## src/rtl/fetch_ctrl.sv

```systemverilog
// Instruction-fetch front end: owns the PC, issues single-outstanding reads to
// instruction memory and buffers up to two returned {instr, pc} pairs for decode.
module fetch_ctrl #(
    parameter logic [15:0] RESET_PC  = 16'h0000,
    parameter int          BUF_DEPTH = 2
) (
    input  logic        clk,
    input  logic        rst,
    input  logic        redirect,
    input  logic [15:0] redirect_pc,
    input  logic        halt,
    output logic        imem_req,
    output logic [15:0] imem_addr,
    input  logic        imem_ack,
    input  logic [15:0] imem_data,
    input  logic        id_stall,
    output logic        if_valid,
    output logic [15:0] if_instr,
    output logic [15:0] if_pc,
    output logic [15:0] if_pc2
);

    typedef enum logic {RUN, HALTED} state_t;

    typedef struct packed {
        logic [15:0] instr;
        logic [15:0] pc;
    } entry_t;

    localparam logic [1:0] DEPTH = 2'(BUF_DEPTH);

    state_t      state;
    logic [15:0] pc;
    logic        squash;
    logic [1:0]  count;
    entry_t      ent0;
    entry_t      ent1;

    logic        ack;
    logic        push;
    logic        pop;
    logic [1:0]  count_nx;
    logic        can_issue;
    entry_t      new_entry;

    // A stray ack with no request outstanding is ignored.
    assign ack       = imem_ack & imem_req;
    assign push      = ack & ~squash;
    assign pop       = (count != 2'd0) & ~id_stall;
    assign count_nx  = count + 2'(push) - 2'(pop);
    assign new_entry = '{instr: imem_data, pc: imem_addr};

    // A good ack frees the port this edge; a squashed ack only frees it for the next edge.
    assign can_issue = (state == RUN) & (~imem_req | push) & (count_nx < DEPTH);

    // NOTE: all state below uses non-blocking assignments so every register
    // samples the pre-edge values of its neighbours.
    always_ff @(posedge clk or negedge rst) begin
        if (!rst) begin
            state     <= RUN;
            pc        <= RESET_PC;
            squash    <= 1'b0;
            count     <= 2'd0;
            imem_req  <= 1'b0;
            imem_addr <= RESET_PC;
            // NOTE: the buffer entries are reset because the head drives the
            // if_* outputs directly and those have defined reset values.
            ent0      <= '0;
            ent1      <= '0;
        end else if (redirect) begin
            state <= RUN;
            count <= 2'd0;
            if (!imem_req) begin
                imem_req  <= 1'b1;
                imem_addr <= redirect_pc;
                pc        <= redirect_pc + 16'd2;
            end else begin
                pc <= redirect_pc;
                if (ack) begin
                    imem_req <= 1'b0;
                    squash   <= 1'b0;
                end else begin
                    squash <= 1'b1;
                end
            end
        end else if (halt) begin
            state <= HALTED;
            count <= 2'd0;
            if (ack) begin
                imem_req <= 1'b0;
                squash   <= 1'b0;
            end else if (imem_req) begin
                squash <= 1'b1;
            end
        end else begin
            count <= count_nx;
            // Head lives in ent0; a pop shifts ent1 forward.
            unique case ({push, pop})
                2'b10: begin
                    if (count == 2'd0) ent0 <= new_entry;
                    else               ent1 <= new_entry;
                end
                2'b01: ent0 <= ent1;
                2'b11: begin
                    if (count == 2'd1) begin
                        ent0 <= new_entry;
                    end else begin
                        ent0 <= ent1;
                        ent1 <= new_entry;
                    end
                end
                default: ;
            endcase
            if (ack) squash <= 1'b0;
            if (can_issue) begin
                imem_req  <= 1'b1;
                imem_addr <= pc;
                pc        <= pc + 16'd2;
            end else if (ack) begin
                imem_req <= 1'b0;
            end
        end
    end

    assign if_valid = (count != 2'd0);
    assign if_instr = ent0.instr;
    assign if_pc    = ent0.pc;
    assign if_pc2   = ent0.pc + 16'd2;

endmodule
```

## config.mk

```make
export PLATFORM = sky130hd
export DESIGN_NAME = fetch_ctrl
export DESIGN_NICKNAME = d
export VERILOG_FILES = /design/src/rtl/fetch_ctrl.sv
export SDC_FILE = /design/constraint.sdc
export NUM_CORES = 1
export LEC_CHECK = 0
export ABC_AREA = 1
export BUFFER_PORTS_ARGS = -buffer_cell sky130_fd_sc_hd__buf_2
export CORE_ASPECT_RATIO = 0.8
export CORE_MARGIN = 5
export CORE_UTILIZATION = 55
export DETAILED_ROUTE_END_ITERATION = 10
export PLACE_DENSITY = 0.77
export SKIP_CTS_REPAIR_TIMING = 1
export SLEW_MARGIN = 20
export SYNTH_ARGS = -nofsm -noshare
export SYNTH_HDL_FRONTEND = slang
export SYNTH_SLANG_ARGS = --single-unit
export TNS_END_PERCENT = 10
```

## constraint.sdc

```tcl
create_clock -name clk -period 2.8 [get_ports clk]
set_input_delay 0.14 -clock clk [delete_from_list [all_inputs] [get_ports clk]]
set_output_delay 0.14 -clock clk [all_outputs]
set_load 0.05 [all_outputs]
```

==> impl_metrics.ini, run 1 <==
[sta]
hold-worst-slack_ns = -0.00227
slew_violations = 0
timing.final.crit_share_pct = 89.3
rsz0062_at_grt = false
finalCriticalPeriod_ns = 2.50
setup_viol = 0
worst-slew-pin-transition_ns = 0.660
timing.fmax_mhz = 400
final_hold_viol_count = 1
fin_tns_setup_ns = 0
slew_headroom_pct = 56.0
fin_skew_ns = 0.00456

[setup_path]
critPathBufInv = 3
cpMaxStageDelayCell = dfrtp_1
crit_arrival_ns = 2.73
reg2reg_setup_slack_ns = 0.30
crit_start = count[1]
setup.worst_path.start_class = register
worst_setup_path_endpoint = imem_addr[14]
critPathMaxStageDelay_ns = 0.39
cp.required_ns = 3.03
reg2reg_from = count[1]
crit_family = simple AND/OR/NAND/NOR gates
r2r_cells = 15
worst_path_most_repeated_cell = nand2_1
worstReg2RegEnd = imem_addr[14]
crit_type = reg2reg
worst_setup_path_end_kind = register
crit_cells = 15
critPathMaxFanout = 32
crit_chain = nor2_1, nor2_2, ha_1, inv_1, ha_1, inv_1, nand2_1, nand2_1, inv_1, nand2_1, nand3_2, nand2_4, nand2_4, nand2_1, o21ai_2

[power_and_ir_drop]
power.density_nw_per_um2 = 967
clkPwrFrac_pct = 20.5
p_int_w = 0.00316
power_frac_seq_pct = 34.5
p_comb_share_pct = 45.0
p_switching_w = 0.00309
leakage_nw = 3.43
ir_drop_mv = 0.533
report.power.total_w = 0.00625
switching_share_pct = 49.5

[synth]
synth_area_leaders = dfrtp_1 46%, nand2_1 17%, nand3_1 5.8%
synth_top_area_share_pct = 45.6
yosysWarningCount = 0
syn_avg_cell_area_um2 = 7.40
syn_inst = 750
yosys.area.top_type = dfrtp_1
ys_types = 32
synth.cell_area_um2 = 5550
ys_seq_elements = 101
seq_area_frac_synth_pct = 45.6
synth_nets = 793

[placed_design]
hpwl_mm = 10.3
port-buffer-count = 103
place.gp.congestion = 0.940
placed_area_um2 = 6150

[route]
vias = 5238
wl_met1_mm = 6.65
avgViaCountPerCell = 5.34
wl_per_cell_um = 14.6
dr.first_iter.drc_count = 505
drc = 0
top_layer = met4
drtAntennaViolNets = 0
routed-wl-met3_mm = 1.02
met2_length_mm = 6.39
drtPass1Iterations = 6
drt_wl_total_mm = 14.3

[global_routing]
grt_max_degree = 102
grt_util_all_layers_pct = 24.4
grt_pass1_wl_mm = 23.7
overflow = 0
first_global_vias = 4825
antenna_found_initial = 0

[floorplanning]
die_y_um = 99.8
rows = 32
io-pin-count = 104
initial_core_util_pct = 57.0
dieWidth_um = 122
die_area_um2 = 12200
core-area_um2 = 9730

[cells_and_area]
diodes = 0
design_area_um2 = 6460
drive_gt1_share_pct = 18.1
layout.area.seq_um2 = 2530
area_delta_synth_final_pct = 16.6
fillers = 844
nNetsFinal = 883
multi_input_area_um2 = 2550

[clock_tree]
cts.sinks = 101
h-tree-depth = 3
clockBufferDepth = 2
cts-root-buf = clkbuf_16
clk_latency_ns = 0.34
clk_pin_slew_worst_paths_ns = 0.07
cts_buffers = 9
cts_tree = done

[worst_hold_path]
min_delay_path_depth = 2
hold_path_class = in2reg

[flow_run]
maxCapViolCount = 0

[outcome]
failed_checks = hold timing
status = finished with violations
## cell usage in the layout (no fill, tap or decap), types with 3 or more instances in the layout
cell type	n
nand2_1	247
buf_2	102
dfrtp_1	101
inv_1	79
nand3_1	64
o21ai_0	58
nor2_1	48
o21ai_1	32
a21oi_1	20
o21ai_2	16
xor2_1	12
nand4_1	10
clkbuf_16	9
buf_4	9
ha_1	5
xnor2_1	3
nand2_4	3
inv_6	3
## cells by family after synthesis
group	count (synthesis)	share of synthesized area, %
and+or+nand+nor	378	28.2
AOI/OAI and AO/OA	134	13.6
buffers and inverters	115	8.80
DFF	101	45.6
xor gates and xnor gates	15	2.37
adders and majority gates	5	1.13
muxes	2	0.361
## worst min path at each step
stage | start | endpoint | slack [ns]
2_1_floorplan | rst | count[0] | -0.16
3_3_place_gp | rst | pc[10] | 0.24
4_1_cts | rst | pc[10] | -0.13
3_5_place_dp | rst | pc[10] | 0.25
6_report | imem_ack | imem_req | -0.002
5_1_grt | imem_ack | imem_req | 0.01
## flip-flops by register name, indices dropped and copies added (netlist names)
name and flops:
if_pc 16, imem_req 1, squash 1, count 2, if_instr 16, imem_addr 16
state 1, ent1 32, pc 16
## synth_stat cells, drive strengths merged
library cell / instances
nand2: 250
o21ai: 106
dfrtp: 101
inv: 81
nand3: 65
nor2: 49
buf: 22
a21oi: 21
clkbuf: 12
xor2: 12
nand4: 10
ha: 5
xnor2: 3
mux2i: 2
nand3b: 2
nor3: 2
a21o: 1
a22oi: 1
o2111ai: 1
o211ai: 1
o21a: 1
o21bai: 1
o22ai: 1
## layer usage
layer	GRT usage [%]	vias up
li1	-	2589
met2	37.4	197
met1	34.8	2433
met4	7.06	0
met3	5.69	19
met5	0	-
## cell type report
class	instances	area share (%)
timing repair buffer	113	9.41
clock buffer	9	3.48
clock inverter	7	1.26
inverter	81	4.70
tap	136	2.63
multi-input combinational	534	39.4
sequential	101	39.1
## power by group through the flow
stage / Sequential (W) / Combinational [W] / Clock [W]
final: 0.00216 / 0.00281 / 0.00128
after detailed placement: 0.00217 / 0.00282 / 0
after CTS: 0.00215 / 0.00283 / 0.00131
after floorplan: 0.00309 / 0.00120 / 0
after global routing: 0.00222 / 0.00300 / 0.00137
after global placement: 0.00216 / 0.00279 / 0
## per-stage QoR
step / std cells / setup WS, ns / utilization [%]
after floorplan: 750 / 0.303 / -
after global placement: 964 / 0.478 / 63.2
after detailed placement: 964 / 0.349 / 63.2
after CTS: 980 / 0.326 / 66.3
after global routing: 981 / 0.0459 / 66.4
final: 981 / 0.300 / 66.4
No activity file was read; power rests on OpenSTA's default activity.
==> inputs of run 2 (changes only) <==
Settings changed: CELL_PAD_IN_SITES_DETAIL_PLACEMENT from default to 1, CELL_PAD_IN_SITES_GLOBAL_PLACEMENT from default to 1, CORE_UTILIZATION 55 to 40, PLACE_DENSITY 0.77 to 0.78, SETUP_SLACK_MARGIN from default to 0.5.
==> run 2 against run 1 <==
  * The flow now finishes without violations
  * Clock power decreased by 3%
  * Clock skew increased by 0.0069 ns
  * Total power increased by 2.3%
  * Flip-flop and latch count unchanged
  * Critical endpoint is now if_pc2[13]
  * Largest cell class unchanged
==> impl_metrics.ini, run 2 (synthesized netlist as in run 1, its figures left out) <==
[outcome]
status = complete, no violations

[route]
drt_wl_total_mm = 18.4
wl_met1_mm = 8.46
drtAntennaViolNets = 0
top_layer = met4
met2_length_mm = 8.64
dr.first_iter.drc_count = 379
drc = 0
avgViaCountPerCell = 5.28
routed-wl-met3_mm = 1.09
wl_per_cell_um = 17.7
drtPass1Iterations = 4
vias = 5481

[cells_and_area]
final_common_cell = nand2_1
largest_reg_flops = 32
final_cell_mix = 242 x nand2_1, 101 x buf_2, 97 x dfrtp_1
diodes = 0
drive_gt1_share_pct = 22.2
area_delta_synth_final_pct = 21.5
nNetsFinal = 897
top_register = ent1

[sta]
fin_tns_setup_ns = 0
rsz0062_at_grt = true
fin_skew_ns = 0.0115
finalCriticalPeriod_ns = 2.19
worst-slew-pin-transition_ns = 0.710
slew_headroom_pct = 52.7
setup_viol = 0
timing.final.crit_share_pct = 78.2
timing.fmax_mhz = 457
slew_violations = 0
final_hold_viol_count = 0

[setup_path]
crit_type = reg2out
worst_setup_path_end_kind = primary output
setup.worst_path.start_class = register
cp.required_ns = 2.66
critPathMaxFanout = 4
crit_arrival_ns = 2.05

[power_and_ir_drop]
power.density_nw_per_um2 = 949
ir_drop_mv = 0.804
report.power.total_w = 0.00640
leakage_nw = 3.50

[floorplanning]
dieWidth_um = 142
initial_core_util_pct = 40.8
die_area_um2 = 16300
io-pin-count = 104
core-area_um2 = 13600
die_y_um = 115
rows = 38

[placed_design]
port-buffer-count = 103
place.gp.congestion = 0.903
hpwl_mm = 13.3

[clock_tree]
cts_tree = done
h-tree-depth = 3
cts-root-buf = clkbuf_16
clk_latency_ns = 0.36
cts.sinks = 101
cts_buffers = 9
clockBufferDepth = 2
clk_pin_slew_worst_paths_ns = 0.08

[global_routing]
first_global_vias = 5645
grt_util_all_layers_pct = 22.3
grt_pass1_wl_mm = 29.2
overflow = 0
antenna_found_initial = 0
grt_max_degree = 65

[flow_run]
maxCapViolCount = 0

[worst_hold_path]
hold_path_class = in2reg
## run 2: cell count changes in the layout (fill, tap and decap cells not counted), sizes merged
cell	delta
nand2	+2
bufinv	-1
clkinvlp	+1
buf	+11
clkbuf	+1
## run 2: stage by stage
stage	instance area (µm²)	hold slack [ns]	std cells	utilization, %	worst slack, ns
3_3_place_gp	6240	0.224	1010	45.9	0.461
3_5_place_dp	6240	0.228	1010	45.9	0.250
4_1_cts	6530	-0.154	1026	48.0	0.228
5_1_grt	6740	0.0226	1039	49.6	0.449
2_1_floorplan	5570	-0.156	750	-	0.360
6_report	6740	0.0195	1039	49.6	0.610
## run 2: layout make-up
type,instances,area [µm²]
Clock inverter,7,65.1
Clock buffer,9,225
Sequential cell,101,2530
Timing Repair Buffer,125,704
Fill cell,1758,6860
Multi-Input combinational cell,536,2680
Tap cell,180,225
Inverter,81,308
## run 2: worst max-delay path: stages, from the launching register on
cell and delay [ns]:
dfrtp_2 0.43, ha_2 0.22, nand3_2 0.10, nor2_2 0.14, nand2_1 0.07, inv_1 0.10, nand3_1 0.12, nor2_2 0.18
xor2_2 0.16, buf_6 0.17
## run 2: routing by layer
metal  GRT usage (%)  vias to the layer above
met5               0                        -
met4            4.86                        0
met3            4.45                       18
met2            36.8                      135
met1            30.7                     2706
li1                -                     2622
## run 2: final timing paths
path / from / to / slack (ns) / depth (start not counted)
max: if_pc[2] / if_pc2[13] / 0.61 / 9
min: imem_ack / imem_req / 0.02 / 2
max reg2reg: imem_req / pc[13] / 0.61 / 16
min reg2reg: if_instr[11] / if_instr[11] / 0.48 / 2
max in group asynchronous: rst / count[0] / 1.51 / 3
min in group asynchronous: rst / ent1[23] / 0.37 / 2
## run 2: power by group
part | leakage, nW | internal, W | switching (W)
sequential | 1.31 | 0.00183 | 0.000365
clock | 0.140 | 0.000626 | 0.000619
combinational | 2.05 | 0.000685 | 0.00227
total | 3.50 | 0.00314 | 0.00325
==> inputs of run 3 (changes only) <==
Settings changed: CORE_UTILIZATION 40 to 36, PLACE_DENSITY 0.78 to 0.74.
Clock period 2.8 ns to 2 ns, I/O delays scaled along.
==> run 3 against run 2 <==
  * The flow now finishes with violations (hold timing, setup timing)
  * Sequential power increased by 44%
  * Critical path type is now reg2reg
  * Non-clock buffer count grew 22
  * Total power is 47% higher
  * Flip-flop and latch count is the same
  * Sequential share of layout area down 3.3 points
  * Largest cell class unchanged
  * Cell count grew 4.8%
  * Die area rose by 10%
  * Combinational power up 55%
  * First-iteration DRC count is 10% lower
  * Largest power group unchanged
  * Clock skew about the same
  * Cell area rose by 9.6%
  * Worst setup slack got worse by 0.72 ns
==> impl_metrics.ini, run 3 (synthesized netlist as in run 1, its figures left out) <==
[sta]
slew_violations = 0
timing.final.crit_share_pct = 105
worst-slew-pin-transition_ns = 0.516
hold-worst-slack_ns = -0.00562
final_hold_viol_count = 1
fin_tns_setup_ns = -2.04
finalCriticalPeriod_ns = 2.10
setup_viol = 32
slew_headroom_pct = 65.6
fin_skew_ns = 0.0110
timing.fmax_mhz = 475
finalWorstSetupSlack_ns = -0.105
rsz0062_at_grt = true

[route]
drtPass1Iterations = 5
drt_wl_total_mm = 19.0
drtAntennaViolNets = 0
wl_per_cell_um = 17.4
avgViaCountPerCell = 5.05
vias = 5499
drc = 0
dr.first_iter.drc_count = 340

[power_and_ir_drop]
ir_drop_mv = 0.763
power.density_nw_per_um2 = 1280
leakage_nw = 3.72

[setup_path]
critPathBufInv = 4
crit_type = reg2reg
cp.required_ns = 2.24
cpMaxStageDelayCell = dfrtp_1
critPathMaxFanout = 6
critPathMaxStageDelay_ns = 0.42
crit_family = simple AND/OR/NAND/NOR gates
crit_chain = nor2_4, nor2_4, ha_4, inv_4, ha_4, inv_2, nand2_2, nand2_2, inv_2, nand2_4, nand3_4, nand2_8, nand2_8, clkbuf_16, nand2_4, o21ai_2
setup.worst_path.start_class = register
worst_setup_path_end_kind = register
crit_arrival_ns = 2.34

[global_routing]
grt_util_all_layers_pct = 20.9
grt_max_degree = 65
overflow = 0
first_global_vias = 5717
antenna_found_initial = 0
grt_pass1_wl_mm = 30.1

[floorplanning]
core-area_um2 = 15100
rows = 40
io-pin-count = 104
initial_core_util_pct = 36.8
dieWidth_um = 149
die_area_um2 = 18000
die_y_um = 121

[cells_and_area]
area_delta_synth_final_pct = 33.2
diodes = 0
final_common_cell = nand2_1
fillers = 1811
largest_reg_flops = 32
final_cell_mix = 223 x nand2_1, 95 x dfrtp_1, 87 x buf_2
nNetsFinal = 917
top_register = ent1
drive_gt1_share_pct = 27.6
design_area_um2 = 7390

[flow_run]
maxCapViolCount = 0

[placed_design]
port-buffer-count = 103
place_ws_ns = -0.188
placed_area_um2 = 6570
hpwl_mm = 13.9
place.gp.congestion = 0.869

[clock_tree]
cts_buffers = 9
cts_tree = done
clk_latency_ns = 0.36
clk_pin_slew_worst_paths_ns = 0.07
clockBufferDepth = 2
cts.sinks = 101
h-tree-depth = 3
cts-root-buf = clkbuf_16

[worst_hold_path]
hold_path_class = in2reg

[outcome]
failed_checks = hold timing, setup timing
status = finished with violations
run 3: changes by cell type in the layout (fill, tap and decap cells not counted), moves of 4 or more:
cell,before,now
nand2_2,5,11
nand2_1,242,223
o21ai_1,32,37
buf_12,1,8
buf_4,20,32
nand2_4,2,14
o21ai_0,58,51
nand3_4,1,5
nor2_2,5,0
buf_2,101,87
buf_6,1,13
nor2_4,2,7
run 3: through the flow:
| step | hold slack [ns] | std cells | utilization, % | total power, W |
|---|---|---|---|---|
| after floorplan | -0.196 | 750 | - | 0.00611 |
| after global placement | 0.103 | 1056 | 43.6 | 0.00721 |
| after detailed placement | 0.110 | 1056 | 43.6 | 0.00734 |
| after CTS | -0.277 | 1072 | 45.4 | 0.00902 |
| after global routing | 0.00478 | 1089 | 49.0 | 0.00991 |
| final | -0.00562 | 1089 | 49.0 | 0.00944 |
run 3: final cells by class:
| cell class | count | area (µm²) | area share (%) |
|---|---|---|---|
| clock buffer | 12 | 246 | 3.34 |
| clock inverter | 4 | 25.0 | 0.339 |
| inverter | 81 | 310 | 4.20 |
| multi-input combinational | 534 | 2930 | 39.6 |
| sequential | 101 | 2530 | 34.3 |
| tap | 210 | 263 | 3.56 |
| timing repair buffer | 147 | 1080 | 14.7 |
run 3: final timing paths:
check	from	end	slack [ns]	cells after the start
setup / recovery	count[1]	imem_addr[5]	-0.10	16
hold / removal	imem_data[5]	ent1[21]	-0.006	3
setup reg to reg	count[1]	imem_addr[5]	-0.10	16
hold reg to reg	if_instr[3]	if_instr[3]	0.48	2
max in group asynchronous	rst	if_pc[5]	1.14	3
min in group asynchronous	rst	pc[0]	0.26	2
run 3: where the power goes:
group | total, W | internal, W | leakage (nW) | switching, W
registers | 0.00317 | 0.00257 | 1.30 | 0.000601
logic | 0.00459 | 0.00128 | 2.28 | 0.00331
clock network | 0.00168 | 0.000876 | 0.129 | 0.000799
total | 0.00944 | 0.00472 | 3.72 | 0.00471
run 3: layer usage:
metal  global-route usage, %  vias to the layer above  part of all wire, %
li1                        -                     2652                    -
met1                    29.3                     2708                   47
met2                    33.4                      119                   47
met3                    4.93                       20                  5.2
met4                    3.89                        0                  1.2
met5                       0                        -                    0
run 3: worst reg2reg max path, stage by stage, from the launching register on:
cell and delay (ns):
dfrtp_1 0.42, nor2_4 0.16, nor2_4 0.06, ha_4 0.28, inv_4 0.04, ha_4 0.15, inv_2 0.04, nand2_2 0.04
nand2_2 0.07, inv_2 0.05, nand2_4 0.06, nand3_4 0.10, nand2_8 0.13, nand2_8 0.10, clkbuf_16 0.19, nand2_4 0.05
o21ai_2 0.05
